<file path="src/rtl/mult18_share_arb.sv">
// mult18_share_arb: round-robin sharing of one registered 18x18 signed
// multiplier among NREQ requesters, with a credit-protected result FIFO.
//
// Ports:
//   C          clock, all state on rising edge
//   RN         asynchronous active-low reset
//   REQ        per-requester request, held until granted
//   A_IN/B_IN  signed 18-bit operands, slice i belongs to requester i
//   GNT        one-hot grant, operands sampled in the grant cycle
//   MA/MB      multiplier operands
//   MCE/MR     multiplier clock enable / synchronous reset
//   MP         multiplier registered 36-bit product
//   P_OUT      head-of-FIFO product
//   ID_OUT     requester that owns P_OUT
//   VALID_OUT  P_OUT/ID_OUT valid (FIFO non-empty)
//   RDY_OUT    consumer accepts the head entry when high with VALID_OUT
//   BUSY       product in flight or FIFO non-empty
module mult18_share_arb #(
    parameter int NREQ  = 4,
    parameter int DEPTH = 4,
    parameter int IDW   = 2
) (
    input  logic                 C,
    input  logic                 RN,
    input  logic [NREQ-1:0]      REQ,
    input  logic [18*NREQ-1:0]   A_IN,
    input  logic [18*NREQ-1:0]   B_IN,
    output logic [NREQ-1:0]      GNT,
    output logic [17:0]          MA,
    output logic [17:0]          MB,
    output logic                 MCE,
    output logic                 MR,
    input  logic [35:0]          MP,
    output logic [35:0]          P_OUT,
    output logic [IDW-1:0]       ID_OUT,
    output logic                 VALID_OUT,
    input  logic                 RDY_OUT,
    output logic                 BUSY
);

    localparam int AW = $clog2(DEPTH);

    typedef enum logic {
        S_INIT,
        S_RUN
    } state_t;

    state_t state, state_nx;

    logic [IDW-1:0] ptr;
    logic [IDW-1:0] inflight_id;
    logic           inflight;

    logic [IDW-1:0] gnt_id;
    logic [IDW-1:0] scan_idx;
    logic           gnt_any;
    logic           issue_ok;
    logic           in_run;
    logic [AW+1:0]  cnt;

    logic [35:0]    mem_p  [DEPTH];
    logic [IDW-1:0] mem_id [DEPTH];
    logic [AW-1:0]  wr_ptr;
    logic [AW-1:0]  rd_ptr;
    logic [AW:0]    count;
    logic           push;
    logic           pop;
    logic           empty;
    logic           full;

    // ------------------------------------------------------------------
    // Sequencer: one INIT cycle clears the multiplier register, then RUN.
    // ------------------------------------------------------------------
    always_ff @(posedge C or negedge RN) begin
        if (!RN) begin
            state <= S_INIT;
        end else begin
            state <= state_nx;
        end
    end

    always_comb begin
        state_nx = state;
        MR       = 1'b0;
        in_run   = 1'b0;
        unique case (state)
            S_INIT: begin
                MR       = 1'b1;
                state_nx = S_RUN;
            end
            S_RUN: begin
                in_run = 1'b1;
            end
            default: begin
                state_nx = S_INIT;
            end
        endcase
    end

    // ------------------------------------------------------------------
    // Credit: every FIFO slot is either occupied or reserved by the
    // product in flight. A pop in this cycle is deliberately not counted.
    // ------------------------------------------------------------------
    assign cnt      = {1'b0, count} + (AW+2)'(inflight);
    assign issue_ok = in_run && (cnt < (AW+2)'(DEPTH));

    // ------------------------------------------------------------------
    // Round-robin arbiter: scan upward from the last winner plus one.
    // ------------------------------------------------------------------
    always_comb begin
        gnt_any  = 1'b0;
        gnt_id   = '0;
        scan_idx = '0;
        for (int k = 1; k <= NREQ; k++) begin
            scan_idx = IDW'((int'(ptr) + k) % NREQ);
            if (issue_ok && !gnt_any && REQ[scan_idx]) begin
                gnt_any = 1'b1;
                gnt_id  = scan_idx;
            end
        end
    end

    always_comb begin
        GNT = '0;
        MA  = '0;
        MB  = '0;
        MCE = gnt_any;
        if (gnt_any) begin
            GNT[gnt_id] = 1'b1;
            MA          = A_IN[int'(gnt_id)*18 +: 18];
            MB          = B_IN[int'(gnt_id)*18 +: 18];
        end
    end

    always_ff @(posedge C or negedge RN) begin
        if (!RN) begin
            ptr         <= IDW'(NREQ-1);
            inflight    <= 1'b0;
            inflight_id <= '0;
        end else begin
            inflight <= gnt_any;
            if (gnt_any) begin
                ptr         <= gnt_id;
                inflight_id <= gnt_id;
            end
        end
    end

    // ------------------------------------------------------------------
    // Result FIFO (show-ahead). MP is valid the cycle after the grant,
    // which is exactly when the in-flight flag is set.
    // ------------------------------------------------------------------
    assign empty = (count == '0);
    assign full  = (count == (AW+1)'(DEPTH));
    assign push  = inflight;
    assign pop   = !empty && RDY_OUT;

    always_ff @(posedge C or negedge RN) begin
        if (!RN) begin
            wr_ptr <= '0;
            rd_ptr <= '0;
            count  <= '0;
        end else begin
            if (push) begin
                wr_ptr <= wr_ptr + 1'b1;
            end
            if (pop) begin
                rd_ptr <= rd_ptr + 1'b1;
            end
            count <= count + (AW+1)'(push) - (AW+1)'(pop);
        end
    end

    // Storage needs no reset: reads are masked while the FIFO is empty.
    always_ff @(posedge C) begin
        if (push) begin
            mem_p[wr_ptr]  <= MP;
            mem_id[wr_ptr] <= inflight_id;
        end
    end

    assign VALID_OUT = !empty;
    assign P_OUT     = empty ? '0 : mem_p[rd_ptr];
    assign ID_OUT    = empty ? '0 : mem_id[rd_ptr];
    assign BUSY      = inflight | !empty;

    push_when_full: assert property (
        @(posedge C) disable iff (!RN) !(push && full)
    );

endmodule
</file>
<file path="config.mk">
export PLATFORM = sky130hd
export DESIGN_NAME = mult18_share_arb
export DESIGN_NICKNAME = d
export VERILOG_FILES = /design/src/rtl/mult18_share_arb.sv
export SDC_FILE = /design/constraint.sdc
export NUM_CORES = 1
export LEC_CHECK = 0
export BUFFER_PORTS_ARGS = -buffer_cell sky130_fd_sc_hd__buf_2
export CORE_ASPECT_RATIO = 2
export CORE_MARGIN = 5
export CORE_UTILIZATION = 40
export CTS_CLUSTER_DIAMETER = 50
export DETAILED_ROUTE_END_ITERATION = 10
export GPL_TIMING_DRIVEN = 0
export PLACE_DENSITY = 0.76
export SLEW_MARGIN = 20
export SYNTH_ARGS = -nofsm -noshare
export SYNTH_HDL_FRONTEND = slang
export SYNTH_SLANG_ARGS = --single-unit
</file>
<file path="constraint.sdc">
create_clock -name C -period 3 [get_ports C]
set_input_delay 0 -clock C [delete_from_list [all_inputs] [get_ports C]]
set_output_delay 0 -clock C [all_outputs]
set_load 0.005 [all_outputs]
</file>
; ---- Word level (Yosys, flattened, before mapping)
; Memories as Yosys holds them, arrays and structs flattened.
; Index checks and enable logic that the tools add are counted.
[classes]
magnitude_cmp = 7
muxes = 27
multipliers = 1
shifts = 2
addsub = 9
bitwise_logic = 1
n_reduce_logical = 15
[op_table]
columns = cell, n
row1 = 72-bit by 32-bit indexed part select with 18-bit output, 1
row2 = 72-bit by 8-bit indexed part select with 18-bit output, 1
row3 = 18-bit two-way mux, 2
row4 = 36-bit two-way mux, 1
row5 = "2-bit by 3-bit < comparator with 1-bit output, second input constant", 5
row6 = 1-bit two-way mux, 13
row7 = 1-bit logical AND, 10
row8 = 2-bit two-way mux, 5
row9 = "2-bit by 1-bit adder with 2-bit output, second input constant", 4
row10 = 1-bit binary-select mux with 2-bit select, 4
row11 = "2-bit by 4-bit multiplier with 6-bit output, second input constant", 1
row12 = "2-bit adder, second input constant", 2
row13 = 3-bit by 1-bit adder with 4-bit output, 1
row14 = 1-bit zero test, 4
row15 = "4-bit by 3-bit < comparator with 1-bit output, second input constant", 1
row16 = 4-bit two-way mux, 1
row17 = 3-bit by 1-bit adder with 3-bit output, 1
row18 = 3-bit zero test, 1
row19 = 3-bit by 1-bit subtractor with 3-bit output, 1
row20 = 1-bit demux with 2-bit select, 1
row21 = "2-bit by 1-bit >= comparator with 1-bit output, second input constant", 1
row22 = 1-bit OR, 1
[totals]
in_bits = 187
wordCells = 71
ff_bits = 13
output_inout_bits = 82
ramBits = 152
n_memories = 2
[memory_table]
columns = name, depth, width, rd, rd_clocked_by_memory_dff, wr, line
row1 = mem_p, 4, 36, 1, 0, 1, 61  ; logic [35:0] mem_p [DEPTH];
row2 = mem_id, 4, 2, 1, 0, 1, 62  ; logic [IDW-1:0] mem_id [DEPTH];

; ---- Logic depth before layout (Yosys ltp)
; Gate-level depths: netlist (run 1).
[depth]
depth_word = 22
ltp_mapped = 8
depth_no_buf = 8

; ---- Least setup slack after synthesis (run 1)
; Ideal clock, no wire load.
[synth_path]
path_type = flip-flop to flip-flop
from = register count[1]
to = register count[2]
synth_period_minus_slack_ns = 2.156
required_time_ns = 2.878
path_stages_with_launch = 9
n_path_buf = 0
setup_time_ns = 0.122
setup_slack_ns = 0.844
t_arrival_ns = 2.034
path_cell_list = dfrtp_1 > or3_1 > and2_1 > ha_1 > inv_1 > ha_1 > inv_1 > fa_1 > xor2_1
[synth_between]
elab_chain_len = 4
word_cells_on_any_way = 5
cone_classes = 2 x add/sub / 3 x reduce/logical
[synth_rtl]
columns = element, line
row1 = start: declaration, 65  ; logic [AW:0] count;
row2 = start signal: assignment, 170  ; count <= count + (AW+1)'(push) - (AW+1)'(pop);
row3 = 3-bit zero test, 153  ; assign empty = (count == '0);
row4 = 1-bit zero test, 156  ; assign pop = !empty && RDY_OUT;
row5 = 1-bit logical AND, 156
row6 = named net pop, 67  ; logic pop;
row7 = 3-bit by 1-bit subtractor with 3-bit output, 170
; The timed path passes the listed nets, and every way through them passes these cells.
; A chain may end at the register's enable or synchronous reset.

; ---- Worst setup path in the final report (run 1)
[layout_path]
from = register ptr[1]
to = output port MA[10]
[layout_between]
elab_chain_len = 20
word_cells_on_any_way = 33
cone_classes = 4 x add/sub / 1 x mul / 1 x shift / 17 x mux / 10 x reduce/logical
[layout_rtl]
columns = element, line
row1 = start: declaration, 50  ; logic [IDW-1:0] ptr;
row2 = start signal: assignment, 137  ; ptr <= IDW'(NREQ-1);
row3 = start signal: assignment, 143  ; ptr <= gnt_id;
row4 = 2-bit by 1-bit adder with 2-bit output, 115  ; scan_idx = IDW'((int'(ptr) + k) % NREQ);
row5 = 1-bit binary-select mux with 2-bit select, 116  ; if (issue_ok && !gnt_any && REQ[scan_idx]) begin
row6 = 1-bit two-way mux (implied by the code), 116
row7 = 1-bit logical AND, 116
row8 = 1-bit two-way mux, 116
row9 = 1-bit zero test, 116
row10 = 1-bit logical AND (2 in a row), 116
row11 = 1-bit two-way mux, 116
row12 = 1-bit zero test, 116
row13 = 1-bit logical AND (2 in a row), 116
row14 = 1-bit two-way mux, 116
row15 = 1-bit zero test, 116
row16 = 1-bit logical AND (2 in a row), 116
row17 = 2-bit two-way mux, 116
row18 = 2-bit by 4-bit multiplier with 6-bit output, 130  ; MA = A_IN[int'(gnt_id)*18 +: 18];
row19 = 72-bit by 32-bit indexed part select with 18-bit output, 130
row20 = 18-bit two-way mux *, 128  ; if (gnt_any) begin
row21 = end: declaration, 29  ; output logic [17:0] MA,
; Mark *: on every way between the ends. The rest lies on a longest branch, timed or not. The select of a mux whose other input is x is not followed.

==> results of run 1 <==
==> metal layers <==
layer | GRT usage (%) | vias up
li1 | - | 2411
met1 | 22.4 | 2504
met2 | 35.2 | 312
met3 | 5.20 | 44
met4 | 9.39 | 2
met5 | 0 | -
==> cell type report <==
cell class | count | area share, %
plain buffers | 31 | 1.88
multi-input cells | 239 | 23.8
clock inverters | 4 | 0.181
flip-flops and latches | 165 | 47.2
clock buffers | 28 | 6.15
well taps | 255 | 3.08
repair buffers | 310 | 17.4
inverters | 9 | 0.326
==> kinds of logic (layout without fill, tap and decap cells) <==
| group | count (synthesis) | count (layout) | synth area share, % |
|---|---|---|---|
| flip-flops | 165 | 165 | 64.5 |
| multiplexers | 111 | 111 | 21.0 |
| AND/OR/NAND/NOR | 67 | 67 | 5.17 |
| AO/OA/AOI/OAI | 48 | 48 | 4.36 |
| buffers and inverters | 40 | 382 | 3.02 |
| adder cells (fa/ha/maj) | 8 | 8 | 1.42 |
| XOR/XNOR | 4 | 4 | 0.462 |
| other | 1 | 1 | 0.0495 |
==> how the worst min path moves through the flow <==
| stage | start | endpoint | slack [ns] | depth (start not counted) |
|---|---|---|---|---|
| finish | RN | count[1] | 0.01 | 2 |
| global route | RN | count[1] | 0.06 | 2 |
| CTS | RN | count[1] | 0.002 | 2 |
| detailed placement | RN | wr_ptr[1] | -0.09 | 1 |
| global placement | RN | wr_ptr[1] | -0.09 | 1 |
| floorplan | RN | count[0] | -0.30 | 0 |
==> synth_stat cells (all sizes together) (3+ instances only) <==
cell type and instances:
nor2 4, and2 43, mux2i 72, xor2 3, a21oi 4, dfrtp 11, ha 7, nor2b 3
buf 18, inv 9, o22ai 36, or2 3, mux4 38, edfxtp 152, nand2 8, clkbuf 13
nand2b 4
==> worst max-delay path: stages (launching register included) <==
cell and delay (ns):
dfstp_2 0.50, buf_2 0.19, nand2b_1 0.14, a21boi_2 0.08, o221ai_4 0.25, buf_6 0.23, buf_6 0.19, mux2i_1 0.28
o22ai_1 0.13, buf_2 0.17
==> stage by stage <==
stage          utilization [%]  hold slack [ns]  std cells  power, mW  instance area [um2]
5_1_grt                   55.3           0.0561       1041       9.83                10400
6_report                  55.3           0.0102       1041       9.36                10400
4_1_cts                   55.3          0.00248       1041       9.42                10400
3_3_place_gp              49.3          -0.0907        967       6.94                 9240
3_5_place_dp              49.8          -0.0866        971       7.06                 9330
2_1_floorplan                -           -0.296        444       5.51                 7580
==> what timing repair did <==
item	in CTS	in global routing
hold buffers	38	0
hold endpoints to repair	158	0
resized for setup	0	0
==> report_power, final <==
group	leakage [nW]	internal (mW)	switching, mW
clock network	0.325	1.48	0.838
registers	1.53	3.01	0.146
logic	2.49	1.88	2.01
==> registers in the layout, indices dropped and copies added (netlist names) <==
name / cells
mem_p: 144
inflight_id: 2
ptr: 2
inflight: 1
state: 1
rd_ptr: 2
count: 3
mem_id: 8
wr_ptr: 2
==> reports/results.txt, run 1 <==
Status -> complete, no violations
Setup Buffers After CTS -> 0
Vias per cell -> 5.07
Met2 WL -> 11.3 mm
Post-Synthesis Mean Instance Area -> 17.1 um2
Wl on met1 -> 8.12 mm
Crit Reg-Reg Startpoint -> count[1]
Row Count -> 71
Post-synth top area share -> 60.2%
Netlist cell types -> 36
WL met3 -> 1.96 mm
Port Buf Inserts -> 268
Startpoint Class -> flip-flop
Die X-Extent -> 107 um
Share of cells above drive strength 1 -> 46.9%
H-Tree Depth -> 4
CP arrival -> 2.62 ns
Fin nets -> 976
GRT overflow -> 0
Starting Density -> 40.4%
Register area share after synthesis -> 64.5%
Crit. Startpoint -> ptr[1]
Slew headroom -> 55.9%
FF-to-FF End -> count[2]
Sequential cell area -> 4890 um2
Fill count -> 1472
Final worst path period need -> 2.62 ns
Pin count of the biggest net entering global routing -> 27
Post-DP HPWL -> 17.2 mm
Max Cap Viol -> 0
First-pass GRT wire length -> 32.1 mm
Most frequent cells in the layout -> 274 x buf_2, 152 x edfxtp_1, 72 x mux2i_1
Total CTS buffers -> 25
Post-synth ARST share -> 7.88%
Root Buffer -> clkbuf_16
Tcrit/Tclk final -> 87.4%
Placer congestion estimate -> 0.885
Synth area leaders -> edfxtp_1 60%, mux4_2 11%, mux2i_1 9.5%, dfrtp_1 3.6%, and2_1 3.5%
Reg2reg path depth -> 8
Worst Tran Pin Value -> 0.661 ns
Full die area -> 22000 um2
Syn_nets -> 639
DRT antenna net count -> 0
Power Dens Cells -> 903 nW/um2
Worst IR drop on VDD -> 447 uV
Multi-input gate area -> 2460 um2
Layout Skew -> 0.00929 ns
Max layer used -> met5
Mapped Cells -> 444
Vias -> 5273
Core area -> 18700 um2
RSZ-0062 raised after global routing -> false
Critical Path Sink Type -> output pin
Post-Route WL -> 22.2 mm
Ys Warns -> 0
Die height -> 205 um
Fmax achieved -> 381 MHz
Most used DFF post-synth -> edfxtp_1
Clock Tree Buf Depth -> 3
Clock latency on the worst-skew pair -> 0.46 ns
Drt pass-1 iters -> 5
Number of global-route vias before repair -> 5754
Setup Viol. Count Final -> 0
Slew Limit Fails -> 0
Synthesized area -> 7580 um2
Most common cell after layout, fill and taps aside -> buf_2
Final WS setup -> 0.378 ns
CTS Sinks -> 165
Worst Setup EP -> MA[10]
CP Max Fanout -> 10
# IOs -> 269
TritonCTS clock tree -> done
GRT Total Usage -> 20.0%
Area growth, synth to finish -> 36.7%
Kind of critical path -> flip-flop to output pin
Biggest area consumer among synthesized cells -> edfxtp_1
Fin. Hold Viols -> 0
Hold Crit Class -> input pin to asynchronous set/reset pin
#FFs+latches synth -> 165
Leak pwr -> 4.35 nW
Detailed Route Iter0 Violations -> 255
Setup slack at placement -> 0.651 ns
# DRC -> 0
Setup_tns -> 0 ns
Required time worst endpoint -> 3.00 ns
Initial antenna violation count -> 1
Wirelength per Cell -> 21.3 um
Diodes inserted -> 0
Worst-path clk slew -> 0.06 ns
Post-synth EDFFs -> 152
Worst reg2reg setup slack -> 0.61 ns
(Power assumes the default switching activity.)
==> inputs of run 2 (changes only) <==
- CORE_UTILIZATION: 40 -> 37
- PLACE_DENSITY: 0.76 -> 0.72
==> run 2 against run 1 <==
Critical path depth is the same. Flip-flop and latch count is the same. Largest power group unchanged. Count of clock-buffer cells in the layout shrank 2. Clock power grew 11%. First-iteration DRC count shrank 16%. Sequential share of layout area shrank 0.45 points.
==> reports/results.txt, run 2 (synthesis results as in run 1) <==
Setup Buffers After CTS -> 0 (unchanged)
Post-Route WL -> 21.3 mm (-4.2%)
Internal power -> 6.61 mW (+3.8%)
Leak pwr -> 4.39 nW (+0.87%)
GRT overflow -> 0 (unchanged)
Vias per cell -> 5.05 (-0.33%)
GRT Total Usage -> 17.9% (-2.1 points)
Detailed Route Iter0 Violations -> 214 (-16%)
RSZ-0062 raised after global routing -> false
Row Count -> 74 (+4.2%)
# IOs -> 269 (unchanged)
Clock Tree Buf Depth -> 3 (unchanged)
Most common cell after layout, fill and taps aside -> buf_2
Required time worst endpoint -> 3.00 ns (about the same)
Post-cts resize count -> 0 (unchanged)
Final worst path period need -> 2.71 ns (+0.0857 ns)
CTS Sinks -> 165 (unchanged)
Post-DP HPWL -> 16.5 mm (-4.1%)
Largest registers -> mem_p (144), mem_id (8), count (3)
Clk pwr share -> 27.1% (+2.3 points)
H-Tree Depth -> 4 (unchanged)
Fin. Hold Viols -> 0 (unchanged)
Port Buf Inserts -> 268 (unchanged)
Starting Density -> 37.4% (-3.1 points)
Area growth, synth to finish -> 38.0%
Fmax achieved -> 369 MHz (-3.2%)
Clock latency on the worst-skew pair -> 0.47 ns (about the same)
Worst Tran Pin Value -> 0.634 ns (-0.0274 ns)
Reg power frac -> 33.0% (-0.7 points)
Kind of critical path -> flip-flop to output pin
Slew Limit Fails -> 0 (unchanged)
Total CTS buffers -> 25 (unchanged)
Vias -> 5316 (+0.82%)
Pin count of the biggest net entering global routing -> 27 (unchanged)
First-pass GRT wire length -> 31.8 mm (-0.67%)
TritonCTS clock tree -> done
Drt pass-1 iters -> 4 (-1)
Setup slack at placement -> 0.685 ns (+0.0338 ns)
Placer congestion estimate -> 0.865 (-2.2%)
Full die area -> 23600 um2 (+7.5%)
Die X-Extent -> 111 um (+3.6%)
Critical Path Sink Type -> output pin
Worst IR drop on VDD -> 638 uV (+43%)
WHS -> 0.0556 ns (+0.0454 ns)
CP arrival -> 2.71 ns (+0.09 ns)
Initial antenna violation count -> 0 (-1)
Die height -> 212 um (+3.8%)
Startpoint Class -> flip-flop
Fin nets -> 977 (+0.10%)
Top reg by flops -> mem_p
Switching part of the total -> 30.6% (-1.3 points)
Total power -> 9.53 mW (+1.8%)
Worst-path clk slew -> 0.05 ns (about the same)
Power Dens Cells -> 910 nW/um2 (+0.83%)
Most frequent cells in the layout -> 274 x buf_2, 152 x edfxtp_1, 72 x mux2i_1
Setup_tns -> 0 ns (unchanged)
Slew headroom -> 57.8% (+1.8 points)
Root Buffer -> clkbuf_16
CP Max Fanout -> 10 (unchanged)
Combinational fraction of design power -> 40.0% (-1.5 points)
Tcrit/Tclk final -> 90.3% (+2.9 points)
Share of cells above drive strength 1 -> 47.0% (+0.067 points)
# DRC -> 0 (unchanged)
Sw Pwr -> 2.92 mW (-2.4%)
Status -> complete, no violations
Post-DP Area -> 9340 um2 (+0.15%)
Max reg flops -> 144 (unchanged)
Setup Viol. Count Final -> 0 (unchanged)
Final WS setup -> 0.292 ns (-0.0857 ns)
Max Cap Viol -> 0 (unchanged)
Layout Skew -> 0.0191 ns (+0.00985 ns)
Number of global-route vias before repair -> 6013 (+4.5%)
Final instance area -> 10500 um2 (+0.97%)
Core area -> 20300 um2 (+8.2%)
Wirelength per Cell -> 20.2 um (-5.3%)
Hold Crit Class -> input pin to flip-flop
Post-CTS Hold Fix Bufs -> 39 (+2.6%)
DRT antenna net count -> 0 (unchanged)
Diodes inserted -> 0 (unchanged)
run 2: changes by cell type in the layout (fill, tap and decap cells not counted):
| cell | previous run | this run |
|---|---|---|
| bufinv_16 | 0 | 3 |
| clkbuf_1 | 16 | 14 |
| clkinv_2 | 3 | 1 |
| dlygate4sd3_1 | 38 | 39 |
| clkinv_1 | 1 | 2 |
run 2: power groups by stage:
stage / combinational, mW / clock (mW) / sequential (mW)
6_report: 3.81 / 2.58 / 3.14
5_1_grt: 4.16 / 2.73 / 3.18
4_1_cts: 3.88 / 2.64 / 3.15
3_5_place_dp: 3.81 / 0 / 3.19
3_3_place_gp: 3.74 / 0 / 3.19
2_1_floorplan: 2.36 / 0 / 3.15
run 2: area by class of cell:
type	instances	area, um2
clock buffer	26	629
fill	1692	9810
clock inverter	6	103
sequential	165	4890
timing repair buffer	311	1810
tap	266	333
inverter	9	33.8
multi-input combinational	239	2460
buffer	31	195
run 2: per-stage QoR:
stage | instances | util (%)
floorplan | 444 | -
global placement | 978 | 45.6
detailed placement | 982 | 46.1
CTS | 1053 | 51.6
global route | 1053 | 51.6
finish | 1053 | 51.6
run 2: worst paths after layout:
| kind | start | end | slack [ns] | cells past startpoint |
|---|---|---|---|---|
| max | ptr[1] | MA[9] | 0.29 | 9 |
| min | REQ[2] | inflight | 0.06 | 5 |
| max reg2reg | count[1] | count[2] | 0.68 | 8 |
| min reg2reg | ptr[0] | ptr[0] | 0.52 | 1 |
| max in group asynchronous | RN | count[2] | 1.94 | 3 |
| min in group asynchronous | RN | ptr[1] | 0.09 | 2 |
run 2: critical path, cell delays in order (launching register included):
cell,delay (ns)
dfstp_2,0.51
buf_2,0.18
nand2b_1,0.14
a21boi_2,0.08
o221ai_4,0.26
buf_6,0.24
buf_6,0.20
mux2i_1,0.29
o22ai_1,0.15
buf_2,0.18
run 2: routing by layer:
layer	part of all wire, %	global-route usage [%]	routed length (um)	vias to the layer above
li1	-	-	-	2415
met1	34	18.3	7140	2520
met2	51	31.7	10800	318
met3	10	6.01	2150	63
met4	5.6	10.5	1200	0
met5	0	0	0	-
